**src/rtl/uart_pkg.sv**
```systemverilog
// Shared UART definitions: receiver state encoding and oversampling ratio.
// Also used by the transmitter.
package uart_pkg;
  typedef enum logic [2:0] {IDLE, START, DATA, STOP, BREAK} rx_state_t;
  localparam int OVERSAMPLE = 16;
endpackage

```
**src/rtl/uart_baud_tick.sv**
```systemverilog
// Oversample tick generator: one-cycle TICKo every TICK_DIV clocks.
// CLRi holds the phase at zero so the first tick lands TICK_DIV clocks after release.
module uart_baud_tick #(
  parameter int TICK_DIV = 27
) (
  input  logic CLKip,
  input  logic RSTi,
  input  logic CLRi,
  output logic TICKo
);
  localparam int CW = (TICK_DIV > 1) ? $clog2(TICK_DIV) : 1;
  localparam logic [CW-1:0] LAST = CW'(TICK_DIV - 1);

  logic [CW-1:0] tick_cnt;

  always_ff @(posedge CLKip) begin
    if (RSTi || CLRi)          tick_cnt <= '0;
    else if (tick_cnt == LAST) tick_cnt <= '0;
    else                       tick_cnt <= tick_cnt + CW'(1);
  end

  assign TICKo = (tick_cnt == LAST);
endmodule

```
**src/rtl/uart_rx.sv**
```systemverilog
// 8N1 UART receiver: 2-FF synchroniser, 16x oversampling, mid-bit sampling.
// Good bytes are pushed to a FIFO with a one-cycle WEo; framing errors and overruns pulse.
module uart_rx
  import uart_pkg::*;
#(
  parameter int DATA_WIDTH = 8,
  parameter int CLK_FREQ   = 50_000_000,
  parameter int BAUD_RATE  = 115_200
) (
  input  logic                  CLKip,
  input  logic                  RSTi,
  input  logic                  RXi,
  input  logic                  FULLi,
  output logic [DATA_WIDTH-1:0] DATAo,
  output logic                  WEo,
  output logic                  BUSYo,
  output logic                  FRAME_ERRo,
  output logic                  OVERRUNo
);
  localparam int TICK_DIV = CLK_FREQ / (BAUD_RATE * OVERSAMPLE);
  localparam int SW       = $clog2(OVERSAMPLE);
  localparam int BW       = (DATA_WIDTH > 1) ? $clog2(DATA_WIDTH) : 1;
  localparam logic [SW-1:0] MID  = SW'(OVERSAMPLE / 2 - 1);
  localparam logic [SW-1:0] LAST = SW'(OVERSAMPLE - 1);
  localparam logic [BW-1:0] LAST_BIT = BW'(DATA_WIDTH - 1);

  if (TICK_DIV < 2) begin : g_bad_div
    $error("uart_rx: TICK_DIV must be >= 2");
  end

  rx_state_t             state, state_nx;
  logic                  rx_meta, rx_s;
  logic                  tick;
  logic [SW-1:0]         samp_cnt, samp_nx;
  logic [BW-1:0]         bit_cnt, bit_nx;
  logic [DATA_WIDTH-1:0] shreg, shreg_nx, data_nx;
  logic                  we_nx, ferr_nx, ovr_nx;

  uart_baud_tick #(.TICK_DIV(TICK_DIV)) u_tick (
    .CLKip (CLKip),
    .RSTi  (RSTi),
    .CLRi  (state == IDLE),
    .TICKo (tick)
  );

  always_ff @(posedge CLKip) begin
    if (RSTi) begin
      rx_meta    <= 1'b1;
      rx_s       <= 1'b1;
      state      <= IDLE;
      samp_cnt   <= '0;
      bit_cnt    <= '0;
      shreg      <= '0;
      DATAo      <= '0;
      WEo        <= 1'b0;
      FRAME_ERRo <= 1'b0;
      OVERRUNo   <= 1'b0;
    end else begin
      rx_meta    <= RXi;
      rx_s       <= rx_meta;
      state      <= state_nx;
      samp_cnt   <= samp_nx;
      bit_cnt    <= bit_nx;
      shreg      <= shreg_nx;
      DATAo      <= data_nx;
      WEo        <= we_nx;
      FRAME_ERRo <= ferr_nx;
      OVERRUNo   <= ovr_nx;
    end
  end

  always_comb begin
    state_nx = state;
    samp_nx  = samp_cnt;
    bit_nx   = bit_cnt;
    shreg_nx = shreg;
    data_nx  = DATAo;
    we_nx    = 1'b0;
    ferr_nx  = 1'b0;
    ovr_nx   = 1'b0;
    // samp_cnt wraps 15->0 naturally, so bit boundaries need no explicit clear
    if (tick && state != IDLE && state != BREAK) samp_nx = samp_cnt + SW'(1);
    case (state)
      IDLE: begin
        samp_nx = '0;
        bit_nx  = '0;
        if (!rx_s) state_nx = START;
      end
      START: if (tick && samp_cnt == MID) begin
        if (rx_s) state_nx = IDLE;
        else begin
          samp_nx  = '0;
          bit_nx   = '0;
          state_nx = DATA;
        end
      end
      DATA: if (tick && samp_cnt == LAST) begin
        shreg_nx = DATA_WIDTH'({rx_s, shreg} >> 1);
        bit_nx   = bit_cnt + BW'(1);
        if (bit_cnt == LAST_BIT) state_nx = STOP;
      end
      STOP: if (tick && samp_cnt == LAST) begin
        if (rx_s) begin
          // Leave mid stop bit so a back-to-back start edge is not missed
          state_nx = IDLE;
          if (FULLi) ovr_nx = 1'b1;
          else begin
            we_nx   = 1'b1;
            data_nx = shreg;
          end
        end else begin
          ferr_nx  = 1'b1;
          state_nx = BREAK;
        end
      end
      BREAK: if (rx_s) state_nx = IDLE;
      default: state_nx = IDLE;
    endcase
  end

  assign BUSYo = (state != IDLE);
endmodule

```
**config.mk**
```make
export PLATFORM = sky130hd
export DESIGN_NAME = uart_rx
export DESIGN_NICKNAME = d
export VERILOG_FILES = /design/src/rtl/uart_pkg.sv /design/src/rtl/uart_baud_tick.sv /design/src/rtl/uart_rx.sv
export SDC_FILE = /design/constraint.sdc
export NUM_CORES = 1
export LEC_CHECK = 0
export ABC_CLOCK_PERIOD_IN_PS = 1700
export CORE_MARGIN = 5
export CORE_UTILIZATION = 52
export CTS_BUF_LIST = sky130_fd_sc_hd__clkbuf_8
export DETAILED_ROUTE_END_ITERATION = 8
export PLACE_DENSITY_LB_ADDON = 0.08
export SLEW_MARGIN = 10
export SYNTH_ARGS = -nofsm -noshare
export SYNTH_HDL_FRONTEND = slang
export SYNTH_SLANG_ARGS = --single-unit
```
**constraint.sdc**
```tcl
create_clock -name CLKip -period 1.7 [get_ports CLKip]
set_input_delay 0.34 -clock CLKip [delete_from_list [all_inputs] [get_ports CLKip]]
set_output_delay 0.34 -clock CLKip [all_outputs]
set_load 0.005 [all_outputs]
```
# Yosys cells after proc, flatten, opt, wreduce, memory -nomap -nowiden
# Index checks and enable logic that the tools add are counted.
[word_totals]
input_bits = 4
regBits = 36
out_inout_bits = 12
wordCells = 69
[classes]
addsub = 3
n_bitwise = 4
reduce_logical = 15
eq_ne = 16
n_mux = 20
[op_table]
columns = ["op", "n"]
rows = [
  ["$mux W3", 10],
  ["$pmux W3 S5", 1],
  ["$ne A2 B2 Y1 const B", 7],
  ["$mux W4", 3],
  ["$pmux W3 S3", 1],
  ["$pmux W4 S2", 1],
  ["$reduce_and A4 Y1", 2],
  ["$eq A3 B2 Y1 const B", 2],
  ["$eq A3 B3 Y1 const B", 2],
  ["$reduce_and A6 Y1", 1],
  ["$reduce_bool A3 Y1", 2],
  ["$add A5 B1 Y5 const B", 1],
  ["$eq A5 B5 Y1 const B", 1],
  ["$add A4 B1 Y4 const B", 1],
  ["$eq A4 B3 Y1 const B", 1],
  ["$eq A4 B4 Y1 const B", 1],
  ["$logic_and A1 B1 Y1", 4],
  ["$not A1 Y1", 4],
  ["$reduce_or A4 Y1", 1],
  ["$add A3 B1 Y3 const B", 1],
  ["$eq A3 B1 Y1 const B", 1],
  ["$logic_not A3 Y1", 1],
  ["$mux W1", 3],
  ["$ne A3 B3 Y1 const B", 1],
  ["5 further kinds", 5],
]

# Longest topological paths before layout
[depth]
depth_word = 7
depth_mapped = 7
ltp_nobuf = 6

# Cells and area by module
# From an unflattened synthesis, not the netlist that was laid out.
[hier_totals]
hier_cells = 176
hier_area_um2 = 1589.0
[modules_own_cells]
columns = ["module", "instances", "cells_each", "seq_area_each_um2", "area_per_inst_um2"]
rows = [
  ["uart_rx", 1, 156, 620.6, 1383.8],
  ["uart_baud_tick", 1, 20, 100.1, 205.2],
]

# Worst setup path before layout
# OpenSTA, ideal clock, no wires.
[synth_path]
path_kind = "reg2reg"
start = "register u_tick.tick_cnt[0]"
end = "register DATAo[1]"
t_arrival_ps = 1542
period_less_slack_ps = 1613
slack_ps = 87
path_stages_with_launch = 8
n_path_buf = 1
setup_time_ps = 72
required_ps = 1628
cell_sequence = "dfxtp_1 inv_1 ha_1 nand4b_4 nor3_4 nor4b_4 buf_6 mux2i_1"
[synth_via]
elab_chain_cells = 3
[synth_rtl]
columns = ["element", "line", "rtl"]
rows = [
  ["from (decl)", "uart_baud_tick.sv:14", "logic [CW-1:0] tick_cnt;"],
  ["from (signal assigned)", "uart_baud_tick.sv:19", "else tick_cnt <= tick_cnt + CW'(1);"],
  ["$eq A5 B5 Y1", "uart_baud_tick.sv:22", "assign TICKo = (tick_cnt == LAST);"],
  ["$logic_and A1 B1 Y1", "uart_rx.sv:102", "STOP: if (tick && samp_cnt == LAST) begin"],
  ["$reduce_and A4 Y1 (no line)", "-", ""],
  ["to (signal assigned)", "uart_rx.sv:65", "DATAo <= data_nx;"],
  ["to (decl)", "uart_rx.sv:14", "output logic [DATA_WIDTH-1:0] DATAo,"],
]
# Every way passes these cells.
# A chain may end at the register's enable or synchronous reset.

# Worst setup path in the final report
[layout_path]
start = "register state[2]"
end = "output BUSYo"
[layout_via]
elab_chain_cells = 1
[layout_rtl]
columns = ["element", "line", "rtl"]
rows = [
  ["from (decl)", "uart_rx.sv:31", "rx_state_t state, state_nx;"],
  ["from (signal assigned)", "uart_rx.sv:61", "state <= state_nx;"],
  ["$reduce_bool A3 Y1", "uart_rx.sv:121", "assign BUSYo = (state != IDLE);"],
  ["to (decl)", "uart_rx.sv:16", "output logic BUSYo,"],
]
# Every way passes these cells.

==> results by group <==
Timing
  • Final setup violation count: 0
  • Period Utilization, post-route: 0.961
  • Transition time at the pin with the least slew margin: 0.381 ns
  • Setup repair after global routing missed its margin: yes
  • Final critical-path setup slack: between 0.06 and 0.07 ns
  • F_max: just over 600 MHz
  • Worst max-slew margin expressed relative to the limit: 0.745
  • Number of failing hold endpoints at the final stage: 0
  • Time the final worst path needs with I/O delays and setup: around 1.6 ns
  • Final Skew: between 0.004 and 0.005 ns
  • Final max-slew violation count: 0

Drt
  • Length of routed wiring on met1: 1320 microns
  • DRC viols: 0
  • Post-DRT Antenna Nets: 0
  • Count of TritonRoute iterations in the first routing pass: 4
  • Via/cell ratio: 5.39
  • Highest metal used: met4
  • Total wire length after detailed routing: 2940 microns
  • Met3 WL post-DR: 123 microns
  • DRC marker count from the first detailed-route iteration: 74
  • Via count: 1169
  • Routed length per placed instance: between 10 and 15 microns
  • WL met2: 1430 microns

Clock tree
  • Number of sinks driven by the clock tree: 36
  • Later-pin clock latency in the skew report: 0.29 ns
  • Number of levels the H-tree was split into: 2
  • Maximum count of clock buffers along a single path: 2
  • Total clock buffers created by CTS: 5
  • CTS tree: built
  • Cell at the root of the clock tree: sky130_fd_sc_hd__clkbuf_8
  • Post-CTS Hold Buffers: 0
  • Clock slew seen by the registers of the worst setup and hold paths: 0.07 ns

Synth
  • Mapped Nets: 166
  • Synth Flop Type: sky130_fd_sc_hd__dfxtp_1
  • Mean instance size in the synthesized netlist: 10.1 sq um
  • Cell area after synthesis: around 0.0016 sq mm
  • Portion of the post-synthesis area used by sequential elements: 0.454
  • Post-synth EDFFs: 0
  • Biggest area consumer among synthesized cells: sky130_fd_sc_hd__dfxtp_1
  • Most frequent cells after synthesis: sky130_fd_sc_hd__dfxtp_1, sky130_fd_sc_hd__nand2b_1, sky130_fd_sc_hd__mux2i_1
  • Total of flip-flops plus latches after synthesis: 36
  • Count of yosys warnings during synthesis: 0
  • Number of cells produced by synthesis: 157
  • Proportion of netlist area held by the largest area contributor: 0.454
  • Top-count cell post-synth: sky130_fd_sc_hd__dfxtp_1
  • Largest cells by area after synthesis: sky130_fd_sc_hd__dfxtp_1, sky130_fd_sc_hd__mux2i_1, sky130_fd_sc_hd__nand2b_1, sky130_fd_sc_hd__ha_1, sky130_fd_sc_hd__nor2_1
  • Number of library cell types mapped by synthesis: 39
  • Proportion of synthesized flip-flops having asynchronous set or reset: 0

Power and ir drop
  • P_int: roughly 1.4 mW
  • Combinational share of power: 0.034
  • IR drop worst, VDD: ~0.00046 V
  • Total power per unit cell area: 873 mW/mm^2
  • Sw Ratio: 0.192
  • Power spent charging and discharging nets: 331 uW
  • Proportion of power drawn by the clock network: 0.473
  • Leakage power of the design: 0.746 nW
  • Relative contribution of sequential cells to total power: 0.493
  • Post-layout total power: between 1.5 and 2 mW

Hold path
  • Hold wc startpoint: rx_meta
  • Worst min path class: register to register

Cells and area
  • Share of layout cells above drive strength 1: 0.196
  • Syn-to-layout area delta: 24.3%
  • Inserted Diodes: 0
  • Final nets: approximately 190
  • Final cell utilization of the core: 0.658
  • Final std cells w/o fill: 217
  • Fill cell count: 265
  • Post-Layout Inst Area: 0.00198 sq mm

Floorplanning
  • Total Die Area: 0.00426 sq mm
  • Effective utilization at floorplan: 0.529
  • Count of pins on the block boundary: 16
  • Number of core rows: 20
  • X dimension of the die: 65.3 microns
  • Core region area: around 0.0030 sq mm
  • Height of the chip: between 60 and 70 microns

Placement
  • Post-place instance area: 0.00183 sq mm
  • Placer Congestion: 0.848
  • Port Buf Inserts: 15
  • Pre-CTS WS: 0.0421 ns
  • Cell Count Post-Placement: 208
  • Detail Placement HPWL: around 2200 microns

GRT
  • Pin count of the biggest net entering global routing: 18
  • Congestion Overflow GR: 0
  • Tot GR Track Use: 0.160
  • Vias in the first global route: 1197
  • Initial antenna violation count: 0
  • Global-route wire length before repair: 5200 microns

Status
  • Outcome: finished, final reports clean

Flow run
  • Max-cap check violation count: 0

Worst setup path
  • Capturing instance or port of the critical path: BUSYo
  • CP required: 1.36 ns
  • Sort of element at the end of the critical path: primary output
  • Critical path launch point: state[2]
  • Category of the worst setup path launch point: register
  • R2R setup slack: 0.11 ns
  • Count of cells along the worst register-to-register path: 7
  • Kind of critical path: register to primary output
  • Worst R2R Start: u_tick.tick_cnt[0]
  • Worst reg2reg path endpoint: bit_cnt[1]
  • Worst-path maximum fanout: 4
  • Arr. time, crit path: ~1.3 ns
==> repair_timing <==
| action | CTS | global route |
|---|---|---|
| endpoints found under the setup margin | 1 | 11 |
| setup buffers | 0 | 1 |
| pin swaps | 0 | 2 |
| resized for setup | 2 | 4 |
| endpoints found under the hold margin | 0 | 0 |
==> layout by cell type (no fill, tap or decap), types with 2 or more instances in the layout <==
cell	Yosys	routed
sky130_fd_sc_hd__nand2_1	9	8
sky130_fd_sc_hd__nor3b_1	2	2
sky130_fd_sc_hd__or2_2	2	2
sky130_fd_sc_hd__o21ai_0	2	2
sky130_fd_sc_hd__mux2i_1	15	15
sky130_fd_sc_hd__a21oi_1	3	3
sky130_fd_sc_hd__nor4_1	2	2
sky130_fd_sc_hd__clkdlybuf4s50_1	0	14
sky130_fd_sc_hd__a22oi_1	2	2
sky130_fd_sc_hd__dfxtp_2	0	3
sky130_fd_sc_hd__nor2_1	14	14
sky130_fd_sc_hd__a22o_1	2	2
sky130_fd_sc_hd__inv_1	3	3
sky130_fd_sc_hd__nand2b_1	18	18
sky130_fd_sc_hd__or3_1	2	2
sky130_fd_sc_hd__ha_1	5	4
sky130_fd_sc_hd__nor3_1	3	3
sky130_fd_sc_hd__xnor2_1	5	5
sky130_fd_sc_hd__dfxtp_1	36	33
sky130_fd_sc_hd__xor2_1	2	2
sky130_fd_sc_hd__o31ai_1	2	2
sky130_fd_sc_hd__nand3_1	4	4
sky130_fd_sc_hd__clkbuf_8	0	7
sky130_fd_sc_hd__buf_4	1	12
==> flip-flops by register name, indices dropped and copies added (netlist names) <==
signal and count:
rx_s 1, rx_meta 1, state 3, bit_cnt 3, OVERRUNo 1, samp_cnt 4, FRAME_ERRo 1, u_tick.tick_cnt 5
DATAo 8, WEo 1, shreg 8
==> per-stage QoR <==
| stage | hold WS (ns) | setup TNS, ns |
|---|---|---|
| 2_1_floorplan | 0.389 | 0 |
| 6_report | 0.418 | 0 |
| 5_1_grt | 0.444 | -0.0340 |
| 3_3_place_gp | 0.402 | 0 |
| 4_1_cts | 0.428 | 0 |
| 3_5_place_dp | 0.405 | 0 |
==> worst min path at each step <==
stage / endpoint / cells after the start
final: rx_s / 1
after global routing: rx_s / 1
after CTS: rx_s / 1
after detailed placement: rx_s / 1
after global placement: rx_s / 1
after floorplan: rx_s / 1
==> cells by family after synthesis <==
kind of cell	Yosys count	synth area share
xor+xnor	7	0.0386
buf+inv	12	0.0378
simple gates	66	0.257
compound gates	16	0.0787
fa+ha+maj	5	0.0394
flops	36	0.454
mux	15	0.0945
==> cell type report <==
cell class / count / area (sq um) / share of cell area
Multi-Input combinational cell: 109 / 813 / 0.412
Sequential cell: 36 / 724 / 0.367
Timing Repair Buffer: 28 / 259 / 0.131
Clock buffer: 7 / 96.3 / 0.0488
Tap cell: 33 / 41.3 / 0.0209
Clock inverter: 1 / 30.0 / 0.0152
Inverter: 3 / 11.3 / 0.00570
==> critical path: stages (launching register included) <==
cell	delay, ns
sky130_fd_sc_hd__dfxtp_1	0.33
sky130_fd_sc_hd__or3_1	0.40
sky130_fd_sc_hd__dlygate4sd2_1	0.28
==> power by group through the flow <==
stage / clock [mW] / sequential [mW] / combinational (mW)
6_report: 0.816 / 0.851 / 0.0583
3_3_place_gp: 0 / 0.870 / 0.0587
2_1_floorplan: 0 / 0.869 / 0.0337
3_5_place_dp: 0 / 0.870 / 0.0596
4_1_cts: 0.832 / 0.851 / 0.0592
5_1_grt: 0.876 / 0.851 / 0.0637
==> per-layer routing <==
layer  global-route usage  vias to the layer above
met2                0.260                       19
met4               0.0829                        0
met1                0.184                      553
met3               0.0581                        7
li1                     -                      590
met5                    0                        -
Power figures use the tool's default switching activity.
